===== config.mk =====
export PLATFORM = sky130hd
export DESIGN_NAME = id_decode_stage_flat
export DESIGN_NICKNAME = d
export VERILOG_FILES = /design/src/rtl/core_pkg.sv /design/src/rtl/id_decode_stage_if.sv /design/src/rtl/id_decoder.sv /design/src/rtl/id_decode_stage.sv /design/src/flat_wrapper.sv
export SDC_FILE = /design/constraint.sdc
export NUM_CORES = 1
export LEC_CHECK = 0
export CAP_MARGIN = 20
export CORE_MARGIN = 5
export CORE_UTILIZATION = 43
export CTS_CLUSTER_DIAMETER = 150
export DETAILED_ROUTE_END_ITERATION = 8
export MAX_ROUTING_LAYER = met4
export PLACE_DENSITY = 0.95
export SLEW_MARGIN = 20
export SYNTH_ARGS = -nofsm -noshare
export SYNTH_HDL_FRONTEND = slang
export SYNTH_SLANG_ARGS = --single-unit

===== constraint.sdc =====
create_clock -name clk -period 2.76 [get_ports clk]
set_clock_uncertainty 0.05 [all_clocks]
set_input_delay 0.552 -clock clk [delete_from_list [all_inputs] [get_ports clk]]
set_output_delay 0.552 -clock clk [all_outputs]
set_load 0.05 [all_outputs]

===== src/rtl/core_pkg.sv =====
// Shared decode definitions: ALU op codes, RV32I opcode/funct constants and the
// decode bundle handed from the decoder to the stage register.
package core_pkg;

  localparam int XLEN       = 32;
  localparam int REG_ADDR_W = 5;

  typedef enum logic [3:0] {
    ALU_ADDI = 4'd0,
    ALU_SUB  = 4'd1,
    ALU_AND  = 4'd2,
    ALU_OR   = 4'd3,
    ALU_XOR  = 4'd4,
    ALU_ADD  = 4'd5
  } alu_op_e;

  localparam logic [6:0] OPC_OP_IMM = 7'b0010011;
  localparam logic [6:0] OPC_OP     = 7'b0110011;

  localparam logic [2:0] F3_ADD_SUB = 3'b000;
  localparam logic [2:0] F3_XOR     = 3'b100;
  localparam logic [2:0] F3_OR      = 3'b110;
  localparam logic [2:0] F3_AND     = 3'b111;

  localparam logic [6:0] F7_BASE    = 7'b0000000;
  localparam logic [6:0] F7_ALT     = 7'b0100000;

  typedef struct packed {
    alu_op_e                 alu_op;
    logic [REG_ADDR_W-1:0]   rs1;
    logic [REG_ADDR_W-1:0]   rs2;
    logic [REG_ADDR_W-1:0]   rd;
    logic [XLEN-1:0]         imm;
    logic                    reg_write;
    logic                    illegal;
  } decode_bundle_t;

  function automatic logic [XLEN-1:0] sext_i_imm(input logic [31:0] instr);
    return {{(XLEN-12){instr[31]}}, instr[31:20]};
  endfunction

endpackage


===== src/rtl/id_decode_stage_if.sv =====
// Fetch-side and execute-side handshake bundle of the decode stage.
// master = surrounding pipeline (fetch/execute), slave = the decode stage.
interface id_decode_stage_if
  import core_pkg::*;
();

  logic                  in_valid;
  logic                  in_ready;
  logic [31:0]           in_instr;
  logic [XLEN-1:0]       in_pc;
  logic                  flush;

  logic                  out_valid;
  logic                  out_ready;
  logic [XLEN-1:0]       out_pc;
  logic [3:0]            out_alu_op;
  logic [REG_ADDR_W-1:0] out_rs1;
  logic [REG_ADDR_W-1:0] out_rs2;
  logic [REG_ADDR_W-1:0] out_rd;
  logic [XLEN-1:0]       out_imm;
  logic                  out_reg_write;
  logic                  out_illegal;

  modport master (
    output in_valid, in_instr, in_pc, flush, out_ready,
    input  in_ready, out_valid, out_pc, out_alu_op, out_rs1, out_rs2, out_rd,
           out_imm, out_reg_write, out_illegal
  );

  modport slave (
    input  in_valid, in_instr, in_pc, flush, out_ready,
    output in_ready, out_valid, out_pc, out_alu_op, out_rs1, out_rs2, out_rd,
           out_imm, out_reg_write, out_illegal
  );

endinterface


===== src/rtl/id_decoder.sv =====
// Combinational RV32I decoder for ADDI and R-type ADD/SUB/AND/OR/XOR.
// Register indices are always extracted, even for illegal encodings.
module id_decoder
  import core_pkg::*;
(
  input  logic [31:0]    instr,
  output decode_bundle_t bundle
);

  logic [6:0] opcode;
  logic [2:0] funct3;
  logic [6:0] funct7;

  assign opcode = instr[6:0];
  assign funct3 = instr[14:12];
  assign funct7 = instr[31:25];

  // NOTE: every field gets a default before the case so no path leaves a latch.
  always_comb begin
    bundle           = '0;
    bundle.rs1       = instr[19:15];
    bundle.rs2       = instr[24:20];
    bundle.rd        = instr[11:7];
    bundle.alu_op    = ALU_ADDI;
    bundle.illegal   = 1'b1;
    bundle.reg_write = 1'b0;

    case (opcode)
      OPC_OP_IMM: begin
        if (funct3 == F3_ADD_SUB) begin
          bundle.alu_op    = ALU_ADDI;
          bundle.imm       = sext_i_imm(instr);
          bundle.rs2       = '0;
          bundle.reg_write = 1'b1;
          bundle.illegal   = 1'b0;
        end
      end
      OPC_OP: begin
        if (funct7 == F7_BASE) begin
          bundle.reg_write = 1'b1;
          bundle.illegal   = 1'b0;
          case (funct3)
            F3_ADD_SUB: bundle.alu_op = ALU_ADD;
            F3_AND:     bundle.alu_op = ALU_AND;
            F3_OR:      bundle.alu_op = ALU_OR;
            F3_XOR:     bundle.alu_op = ALU_XOR;
            default: begin
              bundle.reg_write = 1'b0;
              bundle.illegal   = 1'b1;
            end
          endcase
        end else if (funct7 == F7_ALT && funct3 == F3_ADD_SUB) begin
          bundle.alu_op    = ALU_SUB;
          bundle.reg_write = 1'b1;
          bundle.illegal   = 1'b0;
        end
      end
      default: ;
    endcase
  end

endmodule


===== src/rtl/id_decode_stage.sv =====
// Registered decode stage: single-entry pipeline register with valid/ready and flush.
// Define ID_DECODE_PERF_CNT_EN to add the perf_decoded / perf_illegal counters.
module id_decode_stage
  import core_pkg::*;
(
  input  logic               clk,
  input  logic               rst_n,
  id_decode_stage_if.slave   bus
`ifdef ID_DECODE_PERF_CNT_EN
  ,
  output logic [31:0]        perf_decoded,
  output logic [31:0]        perf_illegal
`endif
);

  decode_bundle_t  dec;
  decode_bundle_t  bundle_q;
  logic [XLEN-1:0] pc_q;
  logic            valid_q;
  logic            load;

  id_decoder u_decoder (
    .instr  (bus.in_instr),
    .bundle (dec)
  );

  assign bus.in_ready = !valid_q || bus.out_ready;
  assign load         = bus.in_valid && bus.in_ready;

  // NOTE: state is updated with non-blocking assignments so every register samples pre-edge values.
  always_ff @(posedge clk or negedge rst_n) begin
    if (!rst_n) begin
      valid_q  <= 1'b0;
      bundle_q <= '0;
      pc_q     <= '0;
    end else if (bus.flush) begin
      valid_q <= 1'b0;
    end else if (load) begin
      valid_q  <= 1'b1;
      bundle_q <= dec;
      pc_q     <= bus.in_pc;
    end else if (bus.out_ready) begin
      valid_q <= 1'b0;
    end
  end

  assign bus.out_valid     = valid_q;
  assign bus.out_pc        = pc_q;
  assign bus.out_alu_op    = bundle_q.alu_op;
  assign bus.out_rs1       = bundle_q.rs1;
  assign bus.out_rs2       = bundle_q.rs2;
  assign bus.out_rd        = bundle_q.rd;
  assign bus.out_imm       = bundle_q.imm;
  assign bus.out_reg_write = bundle_q.reg_write;
  assign bus.out_illegal   = bundle_q.illegal;

`ifdef ID_DECODE_PERF_CNT_EN
  // Counts only loads that survive the flush; both counters wrap naturally.
  always_ff @(posedge clk or negedge rst_n) begin
    if (!rst_n) begin
      perf_decoded <= '0;
      perf_illegal <= '0;
    end else if (load && !bus.flush) begin
      perf_decoded <= perf_decoded + 32'd1;
      if (dec.illegal) perf_illegal <= perf_illegal + 32'd1;
    end
  end
`endif

endmodule


===== src/flat_wrapper.sv =====
// flat-port wrapper written by rule: the top's interface ports become plain ports
module id_decode_stage_flat import core_pkg::*;
  (clk, rst_n, bus_in_valid, bus_in_instr, bus_in_pc, bus_flush, bus_out_ready, bus_in_ready, bus_out_valid, bus_out_pc, bus_out_alu_op, bus_out_rs1, bus_out_rs2, bus_out_rd, bus_out_imm, bus_out_reg_write, bus_out_illegal);
  id_decode_stage_if bus_i ();
  input  logic clk;
  input  logic rst_n;
  input wire logic [$bits(bus_i.in_valid)-1:0] bus_in_valid;
  input wire logic [$bits(bus_i.in_instr)-1:0] bus_in_instr;
  input wire logic [$bits(bus_i.in_pc)-1:0] bus_in_pc;
  input wire logic [$bits(bus_i.flush)-1:0] bus_flush;
  input wire logic [$bits(bus_i.out_ready)-1:0] bus_out_ready;
  output wire logic [$bits(bus_i.in_ready)-1:0] bus_in_ready;
  output wire logic [$bits(bus_i.out_valid)-1:0] bus_out_valid;
  output wire logic [$bits(bus_i.out_pc)-1:0] bus_out_pc;
  output wire logic [$bits(bus_i.out_alu_op)-1:0] bus_out_alu_op;
  output wire logic [$bits(bus_i.out_rs1)-1:0] bus_out_rs1;
  output wire logic [$bits(bus_i.out_rs2)-1:0] bus_out_rs2;
  output wire logic [$bits(bus_i.out_rd)-1:0] bus_out_rd;
  output wire logic [$bits(bus_i.out_imm)-1:0] bus_out_imm;
  output wire logic [$bits(bus_i.out_reg_write)-1:0] bus_out_reg_write;
  output wire logic [$bits(bus_i.out_illegal)-1:0] bus_out_illegal;
  assign bus_i.in_valid = bus_in_valid;
  assign bus_i.in_instr = bus_in_instr;
  assign bus_i.in_pc = bus_in_pc;
  assign bus_i.flush = bus_flush;
  assign bus_i.out_ready = bus_out_ready;
  assign bus_in_ready = bus_i.in_ready;
  assign bus_out_valid = bus_i.out_valid;
  assign bus_out_pc = bus_i.out_pc;
  assign bus_out_alu_op = bus_i.out_alu_op;
  assign bus_out_rs1 = bus_i.out_rs1;
  assign bus_out_rs2 = bus_i.out_rs2;
  assign bus_out_rd = bus_i.out_rd;
  assign bus_out_imm = bus_i.out_imm;
  assign bus_out_reg_write = bus_i.out_reg_write;
  assign bus_out_illegal = bus_i.out_illegal;
  id_decode_stage u_core (.clk(clk), .rst_n(rst_n), .bus(bus_i));
endmodule

==> results of run 1 <==
-- state kept, by name, indices dropped and copies added, names as in the netlist, 3 cells and up --
register,count
u_core.bus.out_rs2,5
u_core.bus.out_rd,5
u_core.bus.out_alu_op,3
u_core.bus.out_rs1,5
u_core.bus.out_imm,12
u_core.bus.out_pc,32
-- power by group --
| part | internal [mW] | switching, mW |
|---|---|---|
| clock | 0.347 | 0.347 |
| sequential | 1.07 | 0.0743 |
| combinational | 0.455 | 0.619 |
| total | 1.88 | 1.04 |
-- cell families after synthesis --
| group | share of synthesized area, % |
|---|---|
| AO/OA/AOI/OAI | 7.57 |
| other | 0.124 |
| buffers and inverters | 9.64 |
| AND/OR/NAND/NOR | 8.24 |
| flip-flops | 53.8 |
| multiplexers | 20.6 |
-- area by class of cell --
| cell class | count | share of cell area, % |
|---|---|---|
| clock buffer | 11 | 3.06 |
| clock inverter | 5 | 0.676 |
| inverter | 1 | 0.108 |
| multi-input combinational | 105 | 23.9 |
| sequential | 65 | 35.2 |
| tap | 96 | 2.60 |
| timing repair buffer | 159 | 34.5 |
-- synthesized netlist by cell type (2+ instances only) --
library cell	n	area (um^2)
dfrtp_1	65	1630
o2bb2ai_1	18	158
o31ai_1	2	15.0
nand3_1	12	60.1
buf_6	3	33.8
a211oi_1	2	15.0
buf_4	21	158
buf_12	4	80.1
buf_2	3	15.0
mux2_4	40	601
mux2_2	2	22.5
nor2_1	4	15.0
o21ai_0	2	10.0
nor3_1	2	10.0
-- worst max path at each step --
stage                                                    end  slack, ns
after floorplan                                 bus_in_ready       0.84
after global placement    u_core.bus.out_illegal$_DFFE_PN0P_       0.47
after detailed placement  u_core.bus.out_illegal$_DFFE_PN0P_       0.42
after CTS                                    bus_out_imm[20]       0.20
after global routing                         bus_out_imm[20]       0.09
final                                        bus_out_imm[13]       0.23
-- routing by layer --
layer / routed length (um) / global-route usage [%] / vias up
met5: 0 / - / -
met2: 3700 / 28.0 / 113
li1: - / - / 987
met3: 630 / 5.13 / 16
met1: 3180 / 22.1 / 1024
met4: 163 / 6.98 / 0
-- through the flow --
stage	hold slack [ns]	utilization, %	cells	area [um^2]
floorplan	0.206	-	202	3020
global placement	0.424	65.2	426	4450
detailed placement	0.429	65.2	426	4450
CTS	0.251	67.7	442	4630
global route	0.284	67.7	442	4630
finish	0.238	67.7	442	4630
==> results.sh, run 1 <==
export IMPL_wirelength_mm=7.67
export IMPL_antennaDiodeCount=0
export IMPL_pre_cts_ws_ns=0.422
export IMPL_slowest_delay_ns=0.92
export IMPL_grt_total_usage_pct=17.9
export IMPL_rows=30
export IMPL_critPathLaunchType="register"
export IMPL_fmax_ghz=0.396
export IMPL_synthArstFlopShare_pct=100
export IMPL_leakagePower_nw=1.93
export IMPL_slew_viol_final=0
export IMPL_syn_num_nets=271
export IMPL_setup_viol=0
export IMPL_final_common_cell="clkdlybuf4s50_1"
export IMPL_ctsHtreeMaxLevel=3
export IMPL_rsz0062_at_grt="no"
export IMPL_ys_ff_latch=65
export IMPL_crit_type="reg2out"
export IMPL_multi_input_area_um2=1100
export IMPL_layout_setup_ws_ns=0.233
export IMPL_final_cell_mix="clkdlybuf4s50_1, dfrtp_1, mux2_4, o2bb2ai_1, nand3_1"
export IMPL_p_per_area_nw_per_um2=631
export IMPL_initialDrtViolationCount=76
export IMPL_fin_tns_setup_ns=0
export IMPL_routabilityCongestion=0.910
export IMPL_syn_area_um2=3020
export IMPL_io_pins=156
export IMPL_fill_cells=502
export IMPL_rr_startpoint="u_core.bus.out_valid$_DFFE_PN0P_"
export IMPL_dieArea_um2=8810
export IMPL_wl_per_cell_um=17.4
export IMPL_cap_violations=0
export IMPL_drc=0
export IMPL_post_route_period_util_pct=91.6
export IMPL_grt_pass1_vias=2374
export IMPL_crit_path_end_kind="output pin"
export IMPL_ys_seq_area_share_pct=53.8
export IMPL_power_total_mw=2.92
export IMPL_status="completed"
export IMPL_via_per_inst=4.84
export IMPL_postRouteAntennaNets=0
export IMPL_cts_tree="yes"
export IMPL_ir_drop_v=0.000429
export IMPL_regArea_um2=1630
export IMPL_insertion_delay_ns=0.32
export IMPL_worst_pin_slew_ns=0.742
export IMPL_cts_resized=0
export IMPL_path_buf_inv=1
export IMPL_synth_ff_type="dfrtp_1"
export IMPL_dp_hpwl_mm=6.01
export IMPL_cts_sinks=65
export IMPL_slew_headroom_pct=50.5
export IMPL_synth_distinct_cells=36
export IMPL_drive_gt1_share_pct=21.4
export IMPL_clk_pin_slew_ns=0.07
export IMPL_r2r_slack_ns=1.17
export IMPL_avgSynthCellArea_um2=15.0
export IMPL_numPortBuffers=154
export IMPL_reg2reg_to="u_core.bus.out_pc[15]$_DFFE_PN0P_"
export IMPL_cp_top_family="buffers and inverters"
export IMPL_post_cts_buffers=0
export IMPL_clockBufferDepth=2
export IMPL_start_util_pct=44.2
export IMPL_crit_fanout=22
export IMPL_cts_root_buf="clkbuf_8"
export IMPL_die_y_um=93.8
export IMPL_vias=2140
export IMPL_hold_violations=0
export IMPL_layout_nets=410
export IMPL_cp_slowest_cell="clkdlybuf4s50_1"
export IMPL_grt_max_degree=34
export IMPL_antenna_found_initial=0
export IMPL_cp_startpoint="u_core.bus.out_imm[30]$_DFFE_PN0P_"
export IMPL_die_x_um=93.8
export IMPL_yosys_warnings=0
export IMPL_grt_pass1_wl_mm=12.0
export IMPL_path_depth=1
export IMPL_dr_pass1_iters=4
export IMPL_fin_crit_ns=2.53
export IMPL_cp_arrival_ns=1.92
export IMPL_hold_buffers=0
export IMPL_hp_class="in2async"
export IMPL_grt_overflow=0
export IMPL_reg2regPathDepth=4
export IMPL_core_region_area_um2=6830
export IMPL_path_cells="clkdlybuf4s50_1"
export IMPL_cts_buffers=9
export IMPL_syn_to_final_growth_pct=53.0
export IMPL_critical_path_required_ns=2.16
export IMPL_synth_edf_count=0
export IMPL_syn_inst=202
Note: power is estimated with default switching activity, not from simulation.
==> run 2, diff against run 1 <==
--- a/config.mk
+++ b/config.mk
@@ -12,6 +12,7 @@
 export DETAILED_ROUTE_END_ITERATION = 8
 export MAX_ROUTING_LAYER = met4
 export PLACE_DENSITY = 0.95
+export SKIP_CTS_REPAIR_TIMING = 1
 export SLEW_MARGIN = 20
 export SYNTH_ARGS = -nofsm -noshare
 export SYNTH_HDL_FRONTEND = slang
==> results of run 2 <==
Same layout as run 1: the final DEF is identical, and so are final timing and power.
==> run 3, diff against run 2 <==
--- a/config.mk
+++ b/config.mk
@@ -6,8 +6,8 @@
 export NUM_CORES = 1
 export LEC_CHECK = 0
 export CAP_MARGIN = 20
-export CORE_MARGIN = 5
-export CORE_UTILIZATION = 43
+export CORE_UTILIZATION = 44
+export CTS_BUF_LIST = sky130_fd_sc_hd__clkbuf_4 sky130_fd_sc_hd__clkbuf_8
 export CTS_CLUSTER_DIAMETER = 150
 export DETAILED_ROUTE_END_ITERATION = 8
 export MAX_ROUTING_LAYER = met4
==> run 3 against run 2 <==
Net effect: the run now ends with design-rule violations left; utilization increased by 3.6 points; die area decreased by 18%; count of clock-buffer cells in the layout increased by 1; combinational power about the same; sequential power about the same; worst setup slack got worse by 0.034 ns; fmax decreased by 1.3%; flip-flop and latch count unchanged; worst hold slack got worse by 0.072 ns; critical endpoint is now bus_out_imm[26]; highest routed layer unchanged.
==> results.sh, run 3 (synthesis gave the netlist of run 1 again) <==
export IMPL_placedCellCount=405
export IMPL_start_util_pct=46.5
export IMPL_cp_arrival_ns=1.96
export IMPL_ctsHtreeMaxLevel=3
export IMPL_leakagePower_nw=1.94
export IMPL_layout_setup_ws_ns=0.199
export IMPL_wirelength_mm=7.26
export IMPL_setup_viol=0
export IMPL_rows=29
export IMPL_dp_hpwl_mm=5.30
export IMPL_io_pins=156
export IMPL_via_per_inst=5.05
export IMPL_grt_max_degree=43
export IMPL_design_area_um2=4630
export IMPL_core_region_area_um2=6490
export IMPL_drive_gt1_share_pct=21.0
export IMPL_slew_headroom_pct=60.0
export IMPL_path_buf_inv=1
export IMPL_clk_pin_slew_ns=0.07
export IMPL_final_cells=420
export IMPL_layout_nets=408
export IMPL_path_cells="clkdlybuf4s50_1"
export IMPL_cts_sinks=65
export IMPL_rsz0062_at_grt="no"
export IMPL_cts_tree="yes"
export IMPL_grt_pass1_vias=2247
export IMPL_largest_register_ffs=32
export IMPL_antenna_found_initial=0
export IMPL_violations="design-rule violations"
export IMPL_pre_cts_ws_ns=0.414
export IMPL_initialDrtViolationCount=115
export IMPL_cts_root_buf="clkbuf_8"
export IMPL_die_x_um=84.9
export IMPL_hold_violations=0
export IMPL_ir_drop_v=0.000379
export IMPL_routabilityCongestion=0.778
export IMPL_clockBufferDepth=2
export IMPL_post_route_util_pct=71.3
export IMPL_slowest_delay_ns=0.93
export IMPL_final_cell_mix="clkdlybuf4s50_1, dfrtp_1, mux2_4, o2bb2ai_1, nand3_1"
export IMPL_wl_per_cell_um=17.3
export IMPL_slew_viol_final=0
export IMPL_grt_overflow=0
export IMPL_fin_crit_ns=2.56
export IMPL_r2r_slack_ns=1.24
export IMPL_p_per_area_nw_per_um2=670
export IMPL_crit_fanout=22
export IMPL_worst_pin_slew_ns=0.600
export IMPL_final_common_cell="clkdlybuf4s50_1"
export IMPL_fmax_ghz=0.391
export IMPL_critPathLaunchType="register"
export IMPL_hp_class="in2async"
export IMPL_post_route_period_util_pct=92.8
export IMPL_reg2regPathDepth=4
export IMPL_grt_pass1_wl_mm=11.4
export IMPL_numPortBuffers=154
export IMPL_crit_path_end_kind="output pin"
export IMPL_cap_violations=0
export IMPL_dr_pass1_iters=9
export IMPL_crit_type="reg2out"
export IMPL_syn_to_final_growth_pct=53.2
export IMPL_cp_slowest_cell="clkdlybuf4s50_1"
export IMPL_die_y_um=84.9
export IMPL_insertion_delay_ns=0.33
export IMPL_dpl_cell_area_um2=4410
export IMPL_cts_buffers=9
export IMPL_grt_total_usage_pct=21.7
export IMPL_critical_path_required_ns=2.16
export IMPL_dieArea_um2=7210
export IMPL_drc=12
export IMPL_cp_top_family="buffers and inverters"
export IMPL_vias=2121
export IMPL_fin_tns_setup_ns=0
export IMPL_status="finished, violations left"
export IMPL_reg2reg_to="u_core.bus.out_pc[15]$_DFFE_PN0P_"
export IMPL_antennaDiodeCount=0
export IMPL_postRouteAntennaNets=0
export IMPL_rr_startpoint="u_core.bus.out_valid$_DFFE_PN0P_"
[run 3: cell count changes in the layout (fill, tap and decap cells not counted)]
cell,previous run,this run
buf_4,4,2
clkinv_2,4,2
clkinv_4,1,0
clkbuf_4,0,2
bufinv_16,0,2
clkinvlp_4,1,0
clkbuf_1,1,0
[run 3: metrics by stage]
| step | hold WS (ns) | total power [mW] |
|---|---|---|
| 6_report | 0.167 | 3.10 |
| 5_1_grt | 0.206 | 3.22 |
| 4_1_cts | 0.176 | 3.13 |
| 3_5_place_dp | 0.430 | 2.23 |
| 3_3_place_gp | 0.423 | 2.21 |
| 2_1_floorplan | 0.206 | 1.83 |
[run 3: worst max path at each step]
stage,startpoint,end,slack [ns],depth (start not counted)
6_report,u_core.bus.out_imm[30]$_DFFE_PN0P_,bus_out_imm[26],0.20,1
5_1_grt,u_core.bus.out_imm[30]$_DFFE_PN0P_,bus_out_imm[11],0.09,1
4_1_cts,u_core.bus.out_imm[30]$_DFFE_PN0P_,bus_out_imm[23],0.17,1
3_5_place_dp,bus_in_valid,u_core.bus.out_illegal$_DFFE_PN0P_,0.41,4
3_3_place_gp,bus_in_valid,u_core.bus.out_illegal$_DFFE_PN0P_,0.47,4
2_1_floorplan,u_core.bus.out_valid$_DFFE_PN0P_,bus_in_ready,0.84,4
[run 3: metal layers]
metal,up-vias,global-route usage (%),routed length (um)
met5,-,-,0
met1,1018,24.8,2860
met3,12,4.86,535
li1,982,-,-
met2,109,35.3,3700
met4,0,12.6,169
[run 3: area by class of cell]
class                   instances  area [um^2]
repair buffers                157         1580
fillers                       456         1860
flip-flops and latches         65         1630
clock buffers                  12          153
clock inverters                 3         65.1
well taps                      77         96.3
multi-input cells             105         1100
inverters                       1         5.00
[run 3: power by group]
group	total [mW]	switching, mW	internal, mW
Clock	0.892	0.345	0.547
Sequential	1.15	0.0723	1.07
Combinational	1.07	0.613	0.453
